--- src/rtl/servo_pkg.sv ---
// servo_pkg: shared angle width plus pulse-width and clamp helpers for the servo PWM generator
package servo_pkg;
    localparam int ANG_W = 8;

    function automatic int pw_of_angle(input logic [ANG_W-1:0] angle, input int min_us, input int us_per_deg);
        return min_us + int'(angle) * us_per_deg;
    endfunction

    function automatic logic [ANG_W-1:0] clamp_angle(input logic [ANG_W-1:0] angle, input logic [ANG_W-1:0] max_angle);
        return angle > max_angle ? max_angle : angle;
    endfunction
endpackage

--- src/rtl/servo_ramp_ch.sv ---
// servo_ramp_ch: one channel's target/current angle, per-frame ramp, shadowed pulse width and PWM comparator
module servo_ramp_ch
    import servo_pkg::*;
#(
    parameter int PW_W         = 15,
    parameter int MIN_PULSE_US = 500,
    parameter int US_PER_DEG   = 11,
    parameter int MAX_ANGLE    = 180,
    parameter int INIT_ANGLE   = 90,
    parameter int RAMP_STEP    = 2
) (
    input  logic             clk,
    input  logic             rst,
    input  logic             i_run,
    input  logic             i_frame_start,
    input  logic [PW_W-1:0]  i_frame_us,
    input  logic             i_wr,
    input  logic [ANG_W-1:0] i_angle,
    output logic             o_busy,
    output logic             o_pwm
);
    localparam logic [ANG_W-1:0] STEP = ANG_W'(RAMP_STEP);
    localparam logic [ANG_W-1:0] INIT = ANG_W'(INIT_ANGLE);

    logic [ANG_W-1:0] r_tgt, r_cur, w_tgt_d, w_cur_d, w_step;
    logic [PW_W-1:0]  r_pw, w_pw_d;
    logic             r_busy, r_pwm;

    // ramp reads the pre-write target, so a write on the frame_start cycle waits a frame
    always_comb begin
        w_step  = RAMP_STEP == 0 ? r_tgt :
                  r_cur < r_tgt ? (r_tgt - r_cur > STEP ? r_cur + STEP : r_tgt) :
                  (r_cur - r_tgt > STEP ? r_cur - STEP : r_tgt);
        w_cur_d = i_frame_start ? w_step : r_cur;
        w_tgt_d = i_wr ? clamp_angle(i_angle, ANG_W'(MAX_ANGLE)) : r_tgt;
        w_pw_d  = i_frame_start ? PW_W'(pw_of_angle(w_step, MIN_PULSE_US, US_PER_DEG)) : r_pw;
    end

    always_ff @(posedge clk) begin
        if (rst) begin
            r_tgt  <= INIT;
            r_cur  <= INIT;
            r_pw   <= PW_W'(pw_of_angle(INIT, MIN_PULSE_US, US_PER_DEG));
            r_busy <= 1'b0;
            r_pwm  <= 1'b0;
        end else begin
            r_tgt  <= w_tgt_d;
            r_cur  <= w_cur_d;
            r_pw   <= w_pw_d;
            r_busy <= w_cur_d != w_tgt_d;
            r_pwm  <= i_run && (i_frame_us < w_pw_d);
        end
    end

    assign o_busy = r_busy;
    assign o_pwm  = r_pwm;
endmodule

--- src/rtl/servo_pwm_multi.sv ---
// servo_pwm_multi: shared microsecond/frame timebase and write decode driving CH_NUM ramped servo channels
module servo_pwm_multi
    import servo_pkg::*;
#(
    parameter int CLK_FRE      = 12_000_000,
    parameter int PWM_CYCLE_MS = 20,
    parameter int CH_NUM       = 4,
    parameter int MIN_PULSE_US = 500,
    parameter int US_PER_DEG   = 11,
    parameter int MAX_ANGLE    = 180,
    parameter int INIT_ANGLE   = 90,
    parameter int RAMP_STEP    = 2
) (
    input  logic                                     clk,
    input  logic                                     rst,
    input  logic                                     cfg_valid,
    output logic                                     cfg_ready,
    input  logic [(CH_NUM > 1 ? $clog2(CH_NUM) : 1)-1:0] cfg_ch,
    input  logic [ANG_W-1:0]                         cfg_angle,
    output logic                                     frame_start,
    output logic [CH_NUM-1:0]                        busy,
    output logic [CH_NUM-1:0]                        pwm
);
    localparam int US_TICKS = CLK_FRE / 1_000_000;
    localparam int FRAME_US = PWM_CYCLE_MS * 1000;
    localparam int PW_W     = $clog2(FRAME_US);
    localparam int UC_W     = US_TICKS > 1 ? $clog2(US_TICKS) : 1;
    localparam int CH_W     = CH_NUM > 1 ? $clog2(CH_NUM) : 1;

    if (longint'(MIN_PULSE_US) + longint'(MAX_ANGLE) * longint'(US_PER_DEG) >= longint'(FRAME_US)) begin : g_err_pw
        $error("servo_pwm_multi: longest pulse does not fit in the frame");
    end
    if (CLK_FRE < 1_000_000 || CLK_FRE % 1_000_000 != 0) begin : g_err_clk
        $error("servo_pwm_multi: CLK_FRE must be a non-zero multiple of 1 MHz");
    end
    if (CH_NUM < 1 || CH_NUM > 16 || MAX_ANGLE > 255 || INIT_ANGLE > MAX_ANGLE || RAMP_STEP > 255) begin : g_err_rng
        $error("servo_pwm_multi: parameter out of range");
    end

    logic [UC_W-1:0]   r_us_cnt, w_us_cnt_d;
    logic [PW_W-1:0]   r_frame_us, w_frame_us_d;
    logic              r_ready, r_frame_start, w_us_tick;
    logic [CH_NUM-1:0] w_wr;

    // counters hold at zero for the first cycle after reset so frame_start lands on (0,0)
    always_comb begin
        w_us_tick    = r_us_cnt == UC_W'(US_TICKS - 1);
        w_us_cnt_d   = !r_ready || w_us_tick ? '0 : r_us_cnt + 1'b1;
        w_frame_us_d = !r_ready ? '0 :
                       !w_us_tick ? r_frame_us :
                       r_frame_us == PW_W'(FRAME_US - 1) ? '0 : r_frame_us + 1'b1;
    end

    always_ff @(posedge clk) begin
        if (rst) begin
            r_us_cnt      <= '0;
            r_frame_us    <= '0;
            r_ready       <= 1'b0;
            r_frame_start <= 1'b0;
        end else begin
            r_us_cnt      <= w_us_cnt_d;
            r_frame_us    <= w_frame_us_d;
            r_ready       <= 1'b1;
            r_frame_start <= w_us_cnt_d == '0 && w_frame_us_d == '0;
        end
    end

    for (genvar i = 0; i < CH_NUM; i++) begin : g_ch
        assign w_wr[i] = cfg_valid && r_ready && cfg_ch == CH_W'(i);
        servo_ramp_ch #(
            .PW_W(PW_W), .MIN_PULSE_US(MIN_PULSE_US), .US_PER_DEG(US_PER_DEG),
            .MAX_ANGLE(MAX_ANGLE), .INIT_ANGLE(INIT_ANGLE), .RAMP_STEP(RAMP_STEP)
        ) u_ch (
            .clk(clk), .rst(rst), .i_run(r_ready), .i_frame_start(r_frame_start),
            .i_frame_us(r_frame_us), .i_wr(w_wr[i]), .i_angle(cfg_angle),
            .o_busy(busy[i]), .o_pwm(pwm[i])
        );
    end

    assign cfg_ready   = r_ready;
    assign frame_start = r_frame_start;
endmodule

--- config.mk ---
export PLATFORM = sky130hd
export DESIGN_NAME = servo_pwm_multi
export DESIGN_NICKNAME = d
export VERILOG_FILES = /design/src/rtl/servo_pkg.sv /design/src/rtl/servo_ramp_ch.sv /design/src/rtl/servo_pwm_multi.sv
export SDC_FILE = /design/constraint.sdc
export NUM_CORES = 1
export LEC_CHECK = 0
export ABC_CLOCK_PERIOD_IN_PS = 9200
export CAP_MARGIN = 25
export CORE_UTILIZATION = 40
export CTS_CLUSTER_SIZE = 8
export DETAILED_ROUTE_END_ITERATION = 6
export GPL_ROUTABILITY_DRIVEN = 0
export GPL_TIMING_DRIVEN = 0
export PLACE_DENSITY = 0.6
export SLEW_MARGIN = 20
export SYNTH_ARGS = -nofsm -noshare
export SYNTH_HDL_FRONTEND = slang
export SYNTH_HIERARCHICAL = 1
export SYNTH_SLANG_ARGS = --single-unit
--- constraint.sdc ---
create_clock -name clk -period 9.2 [get_ports clk]
set_clock_uncertainty 0.1 [all_clocks]
set_input_delay 1.84 -clock clk [delete_from_list [all_inputs] [get_ports clk]]
set_output_delay 1.84 -clock clk [all_outputs]
set_load 0.005 [all_outputs]
; ---- After elaboration in Yosys (flattened, before gate mapping)
; Cells that the tools add are included.
[totals]
inputBits = 13
output_inout_bits = 10
ff_bits = 153
elab_cells = 121
[classes]
mul = 4
n_reduce_logical = 15
mux = 30
magnitude_cmp = 17
eq_ne = 9
n_addsub = 22
[op_table]
columns = operator, count
row1 = $mux W8, 21
row2 = $mux W15, 7
row3 = $gt A8 B2 Y1 const B, 8
row4 = $sub A8 B8 Y8, 8
row5 = $add A10 B15 Y15 const A, 4
row6 = $lt A15 B15 Y1, 4
row7 = $mul A8 B4 Y12 const B, 4
row8 = $add A8 B2 Y8 const B, 4
row9 = $lt A8 B8 Y1, 4
row10 = $ne A8 B8 Y1, 4
row11 = $sub A8 B2 Y8 const B, 4
row12 = $add A15 B1 Y15 const B, 1
row13 = $eq A15 B15 Y1 const B, 1
row14 = $logic_not A15 Y1, 1
row15 = $logic_and A1 B1 Y1, 10
row16 = $gt A8 B8 Y1 const B, 1
row17 = $add A4 B1 Y4 const B, 1
row18 = $eq A2 B2 Y1 const B, 2
row19 = $eq A4 B4 Y1 const B, 1
row20 = $logic_not A4 Y1, 1
row21 = $mux W4, 1
row22 = $eq A2 B1 Y1 const B, 1
row23 = $logic_not A2 Y1, 1
row24 = $logic_not A1 Y1, 1
row25 = 2 further kinds, 2

; ---- Longest topological paths before layout
[depth]
depth_word = 9
mapped_depth = 36
ltp_nobuf = 36

; ---- By module
; The synthesis kept the hierarchy.
[by_module_without_submodules]
columns = module, cells_per_inst, instances, area_per_inst_um2, seq_area_each_um2
row1 = servo_ramp_ch (g_ch[3].u_ch), 511, 1, 3900.0, 660.6
row2 = servo_ramp_ch (g_ch[2].u_ch), 464, 1, 3691.0, 660.6
row3 = servo_ramp_ch (g_ch[1].u_ch), 462, 1, 3626.0, 660.6
row4 = servo_ramp_ch (g_ch[0].u_ch), 455, 1, 3589.7, 660.6
row5 = servo_pwm_multi, 158, 1, 1292.5, 420.4

; ---- Worst setup path before layout
; OpenSTA, ideal clock, no wires.
[synth_timing]
path_type = flip-flop to flip-flop
start = reg g_ch[1].u_ch.r_cur[1]
end = reg g_ch[1].u_ch.r_pwm
n_path_buf = 1
t_arrival_ns = 6.874
stages_incl_launch_ff = 33
path_slack_ns = 2.167
synth_period_minus_slack_ns = 7.033
required_time_ns = 9.041
setup_ns = 0.059
path_cell_list = dfxtp_1 inv_1 fa_1 and3_1 or4_1 a2111o_1 a211o_1 buf_2 a311o_1 nor2_1 ha_1 xnor2_1 ha_1 inv_1 fa_1 inv_1 ha_1 a21o_1 a21oi_1 o21ai_0 a21oi_1 o21ai_0 a21o_1 xor2_1 mux2i_1 ha_1 nor2b_1 o21ai_0 nand2b_1 a21oi_1 nor2b_1 o21ai_0 o211a_1
[synth_via]
elab_chain_len = 9
word_cells_on_any_way = 15
classes_between = 5 x add/sub / 1 x mul / 4 x order compare / 4 x mux / 1 x reduce/logical
[synth_lines]
columns = item, line
row1 = "start, declared", servo_ramp_ch.sv:25  ; logic [ANG_W-1:0] r_tgt, r_cur, w_tgt_d, w_cur_d, w_step;
row2 = "start signal, assigned", servo_ramp_ch.sv:48  ; r_cur <= w_cur_d;
row3 = "$sub A8 B8 Y8, on equally long branches", "servo_ramp_ch.sv:33, servo_ramp_ch.sv:32"
row4 = "$gt A8 B2 Y1, on equally long branches", "servo_ramp_ch.sv:33, servo_ramp_ch.sv:32"
row5 = "$mux W8, on equally long branches", "servo_ramp_ch.sv:33, servo_ramp_ch.sv:32"
row6 = $mux W8 *, servo_ramp_ch.sv:32  ; r_cur < r_tgt ? (r_tgt - r_cur > STEP ? r_cur + STEP : r_tgt) :
row7 = $mul A8 B4 Y12 *, servo_pkg.sv:6  ; return min_us + int'(angle) * us_per_deg;
row8 = $add A10 B15 Y15 *, servo_pkg.sv:6
row9 = $mux W15 *, servo_ramp_ch.sv:36  ; w_pw_d = i_frame_start ? PW_W'(pw_of_angle(w_step, MIN_PULSE_US, US_PER_DEG)) : r_pw;
row10 = $lt A15 B15 Y1 *, servo_ramp_ch.sv:51  ; r_pwm <= i_run && (i_frame_us < w_pw_d);
row11 = $logic_and A1 B1 Y1 *, servo_ramp_ch.sv:51
row12 = "end signal, assigned", servo_ramp_ch.sv:51
row13 = "end, declared", servo_ramp_ch.sv:27  ; logic r_busy, r_pwm;
; Mark *: on every way between the ends. The rest lies on a longest branch, timed or not.
; A chain may end at the register's enable or synchronous reset.

; ---- Worst setup path after layout
[layout_timing]
start = reg g_ch[0].u_ch.r_tgt[1]
end = reg g_ch[0].u_ch.r_pwm
[layout_via]
elab_chain_len = 9
word_cells_on_any_way = 13
classes_between = 3 x add/sub / 1 x mul / 4 x order compare / 4 x mux / 1 x reduce/logical
[layout_lines]
columns = item, line
row1 = "start, declared", servo_ramp_ch.sv:25
row2 = "start signal, assigned", servo_ramp_ch.sv:47  ; r_tgt <= w_tgt_d;
row3 = "$sub A8 B8 Y8, on equally long branches", "servo_ramp_ch.sv:33, servo_ramp_ch.sv:32"
row4 = "$gt A8 B2 Y1, on equally long branches", "servo_ramp_ch.sv:33, servo_ramp_ch.sv:32"
row5 = "$mux W8, on equally long branches", "servo_ramp_ch.sv:33, servo_ramp_ch.sv:32"
row6 = $mux W8 *, servo_ramp_ch.sv:32
row7 = $mul A8 B4 Y12 *, servo_pkg.sv:6
row8 = $add A10 B15 Y15 *, servo_pkg.sv:6
row9 = $mux W15 *, servo_ramp_ch.sv:36
row10 = $lt A15 B15 Y1 *, servo_ramp_ch.sv:51
row11 = $logic_and A1 B1 Y1 *, servo_ramp_ch.sv:51
row12 = "end signal, assigned", servo_ramp_ch.sv:51
row13 = "end, declared", servo_ramp_ch.sv:27
; Marks and branches as above.

==> results.ini <==
[status]
status = finished, final reports clean

[global_route]
overflow = 0
grt_pass1_wl_um = 75500
antenna_found_initial = 1
grt_pass1_vias = 14542
grtUsageTotal = 0.227
grt_max_degree = 21

[yosys]
synth_cell_types = 104
syn_area_um2 = 16100
synthCells = 2050
yosysSeqAreaShare = 0.190
synth-async-reset-ratio = 0
yosys.area.top_type = dfxtp_1
syn_area_per_cell_um2 = 7.85
synth_area_leaders = dfxtp_1 19%, ha_1 16%, inv_1 5.0%
synth_warnings = 6
synth_nets = 2309
yosys_most_used_dff = dfxtp_1
synth_top_area_frac = 0.190
synth-seq-cells = 153
synth_edf_count = 0

[cts]
path_clk_slew_ns = 0.07
clk_path_buf_depth = 2
cts_buffers = 17
cts_root_buf = clkbuf_16
postCtsSetupBuffers = 0
cts_resized = 0
cts_max_level = 4
cts_hold_buf = 0
cts.sinks = 153
clk_latency_ns = 0.45
cts_tree = done

[timing]
rsz0062_at_grt = no
period_share = 0.905
min_period_ns = 8.32
finalHoldViolations = 0
fmax_mhz = 120
slew_viol_final = 0
tightest_slew_ns = 1.00
setup_viol = 0
fin_tns_setup_ns = 0
maxSlewHeadroom = 0.330

[cells_and_area]
fin_nets = 2353
multi_input_area_um2 = 11800
area_delta_synth_final_pct = 9.23
final_util = 0.443
diodes = 0
stdcell_count = 2632
ff_latch_area_um2 = 3060
fill_cells = 3993
final_area_um2 = 17600
drive_gt1_frac = 0.0589

[setup_path]
worstSetupStartpointType = flop
cp-startpoint = g_ch[0].u_ch/r_tgt[1]
critPathMaxFanout = 7
r2r_cells = 27
path_delay_family = adder cells
critPathCaptureType = flop
r2r-end = g_ch[0].u_ch/o_pwm
crit_path_end = g_ch[0].u_ch/o_pwm
rr_startpoint = g_ch[0].u_ch/r_tgt[1]
timing_worst_setup_path_type = flop to flop
cp.required_ns = 9.42
path_depth = 27
critPathMaxStageDelay_ns = 0.69
slowest_stage = nor4_2
r2r_slack_ns = 0.88
critPathBufInv = 3
critPathArrivalTime_ns = 8.54

[route]
dr.pass1.iters = 5
avgViaCountPerCell = 5.76
ant_nets = 0
vias = 15151
wire_per_inst_um = 17.6
drt_iter0_markers = 1224
wirelength_um = 46200
remaining_drc_errors = 0

[hold_path]
hp-class = flop to flop
hold_depth = 2

[place]
portBuffers = 22
dp_cells = 2600
placed_area_um2 = 17000
dp_hpwl_um = 35800

[floorplanning]
row_count = 73
initial_core_util = 0.405
die_width_um = 203
core_um2 = 39700
pin_count = 23
die_h_um = 203
die_area_um2 = 41100

[pwr]
powerDensity_nw_per_um2 = 414
finalPower_w = 0.00728
p_leak_nw = 8.07
irDropWorstVdd_mv = 0.332

[run]
maxCapViolations = 0

-- worst register-to-register path, stage by stage, from the launching register on --
cell,delay (ns)
dfxtp_1,0.47
inv_1,0.15
fa_1,0.48
a211oi_1,0.45
o21bai_1,0.14
a2111o_1,0.51
nor4_2,0.69
nor2_1,0.28
mux2i_1,0.50
inv_1,0.16
ha_1,0.24
xor2_1,0.17
ha_1,0.31
inv_1,0.05
fa_1,0.51
fa_1,0.45
nor2b_1,0.15
o21ai_0,0.11
a21boi_0,0.25
o21ai_0,0.16
a21boi_0,0.29
o21a_1,0.16
or3_1,0.10
a31oi_1,0.13
ha_1,0.35
nand4_1,0.11
or4_1,0.51
and3_1,0.22
-- power breakdown --
group          internal (W)  switching [W]
clock network      0.000411       0.000318
registers          0.000761      0.0000656
logic               0.00248        0.00325
total               0.00365        0.00363
-- layout by cell type, fill, tap and decap left out, types with 34 or more instances in the layout --
| master | netlist | routed |
|---|---|---|
| inv_1 | 214 | 214 |
| ha_1 | 210 | 210 |
| nor2_1 | 194 | 194 |
| nand2_1 | 154 | 154 |
| dfxtp_1 | 153 | 153 |
| a21oi_1 | 136 | 136 |
| o21ai_0 | 99 | 99 |
| xnor2_1 | 58 | 58 |
| clkbuf_1 | 50 | 52 |
| nor3_1 | 50 | 50 |
| nand3_1 | 45 | 45 |
| a21o_1 | 43 | 43 |
| mux2i_1 | 41 | 41 |
| fa_1 | 36 | 36 |
| nand2b_1 | 34 | 34 |
-- cell type report --
cell class | instances | share of cell area
Buffer | 87 | 0.0248
Clock buffer | 20 | 0.0254
Timing Repair Buffer | 25 | 0.0137
Clock inverter | 12 | 0.00797
Multi-Input combinational cell | 1594 | 0.670
Sequential cell | 153 | 0.174
Tap cell | 525 | 0.0374
Inverter | 216 | 0.0461
-- Yosys cell counts (all sizes together), types with 18 or more instances --
cell,number
o21ai,102
dfxtp,153
a21o,43
or2,18
mux2i,43
nand2b,34
xnor2,58
fa,36
nor2b,29
and3,19
buf,36
nand4,22
o211ai,24
xor2,26
nand2,154
clkbuf,51
a21oi,139
nor2,195
ha,210
inv,215
nand3,45
nor3,51
a211oi,33
-- per-layer routing --
layer / global-route usage / vias to the layer above / wire length, µm
met5: 0 / - / 13
met4: 0.0916 / 2 / 1580
met3: 0.0286 / 110 / 2570
met2: 0.362 / 496 / 20300
met1: 0.309 / 7153 / 21800
li1: - / 7390 / -
-- sequential cells by signal, indices dropped and copies added, names as in the netlist --
signal            flops
cfg_ready             1
frame_start           1
g_ch.u_ch/o_busy      4
g_ch.u_ch/o_pwm       4
g_ch.u_ch/r_cur      32
g_ch.u_ch/r_pw       60
g_ch.u_ch/r_tgt      32
r_frame_us           15
r_us_cnt              4
-- logic make-up after synthesis --
kind of cell	synth area share
simple gates	0.211
compound gates	0.237
buf+inv	0.0775
fa+ha+maj	0.208
flops	0.190
xor+xnor	0.0457
mux	0.0300
-- how the worst min path moves through the flow --
stage | start | to
6_report | g_ch[3].u_ch/r_pw[13] | g_ch[3].u_ch/r_pw[13]
5_1_grt | g_ch[3].u_ch/r_pw[13] | g_ch[3].u_ch/r_pw[13]
4_1_cts | g_ch[3].u_ch/r_pw[13] | g_ch[3].u_ch/r_pw[13]
3_5_place_dp | g_ch[3].u_ch/r_pw[13] | g_ch[3].u_ch/r_pw[13]
3_3_place_gp | g_ch[2].u_ch/r_pw[13] | g_ch[2].u_ch/r_pw[13]
2_1_floorplan | g_ch[0].u_ch/r_pw[13] | g_ch[0].u_ch/r_pw[13]
-- per-stage QoR --
stage | hold slack, ns | setup WS [ns]
3_5_place_dp | 0.342 | 0.997
5_1_grt | 0.382 | 0.282
2_1_floorplan | 0.322 | 2.17
4_1_cts | 0.352 | 0.942
3_3_place_gp | 0.341 | 1.12
6_report | 0.349 | 0.878
No activity file was read; power rests on OpenSTA's default activity.
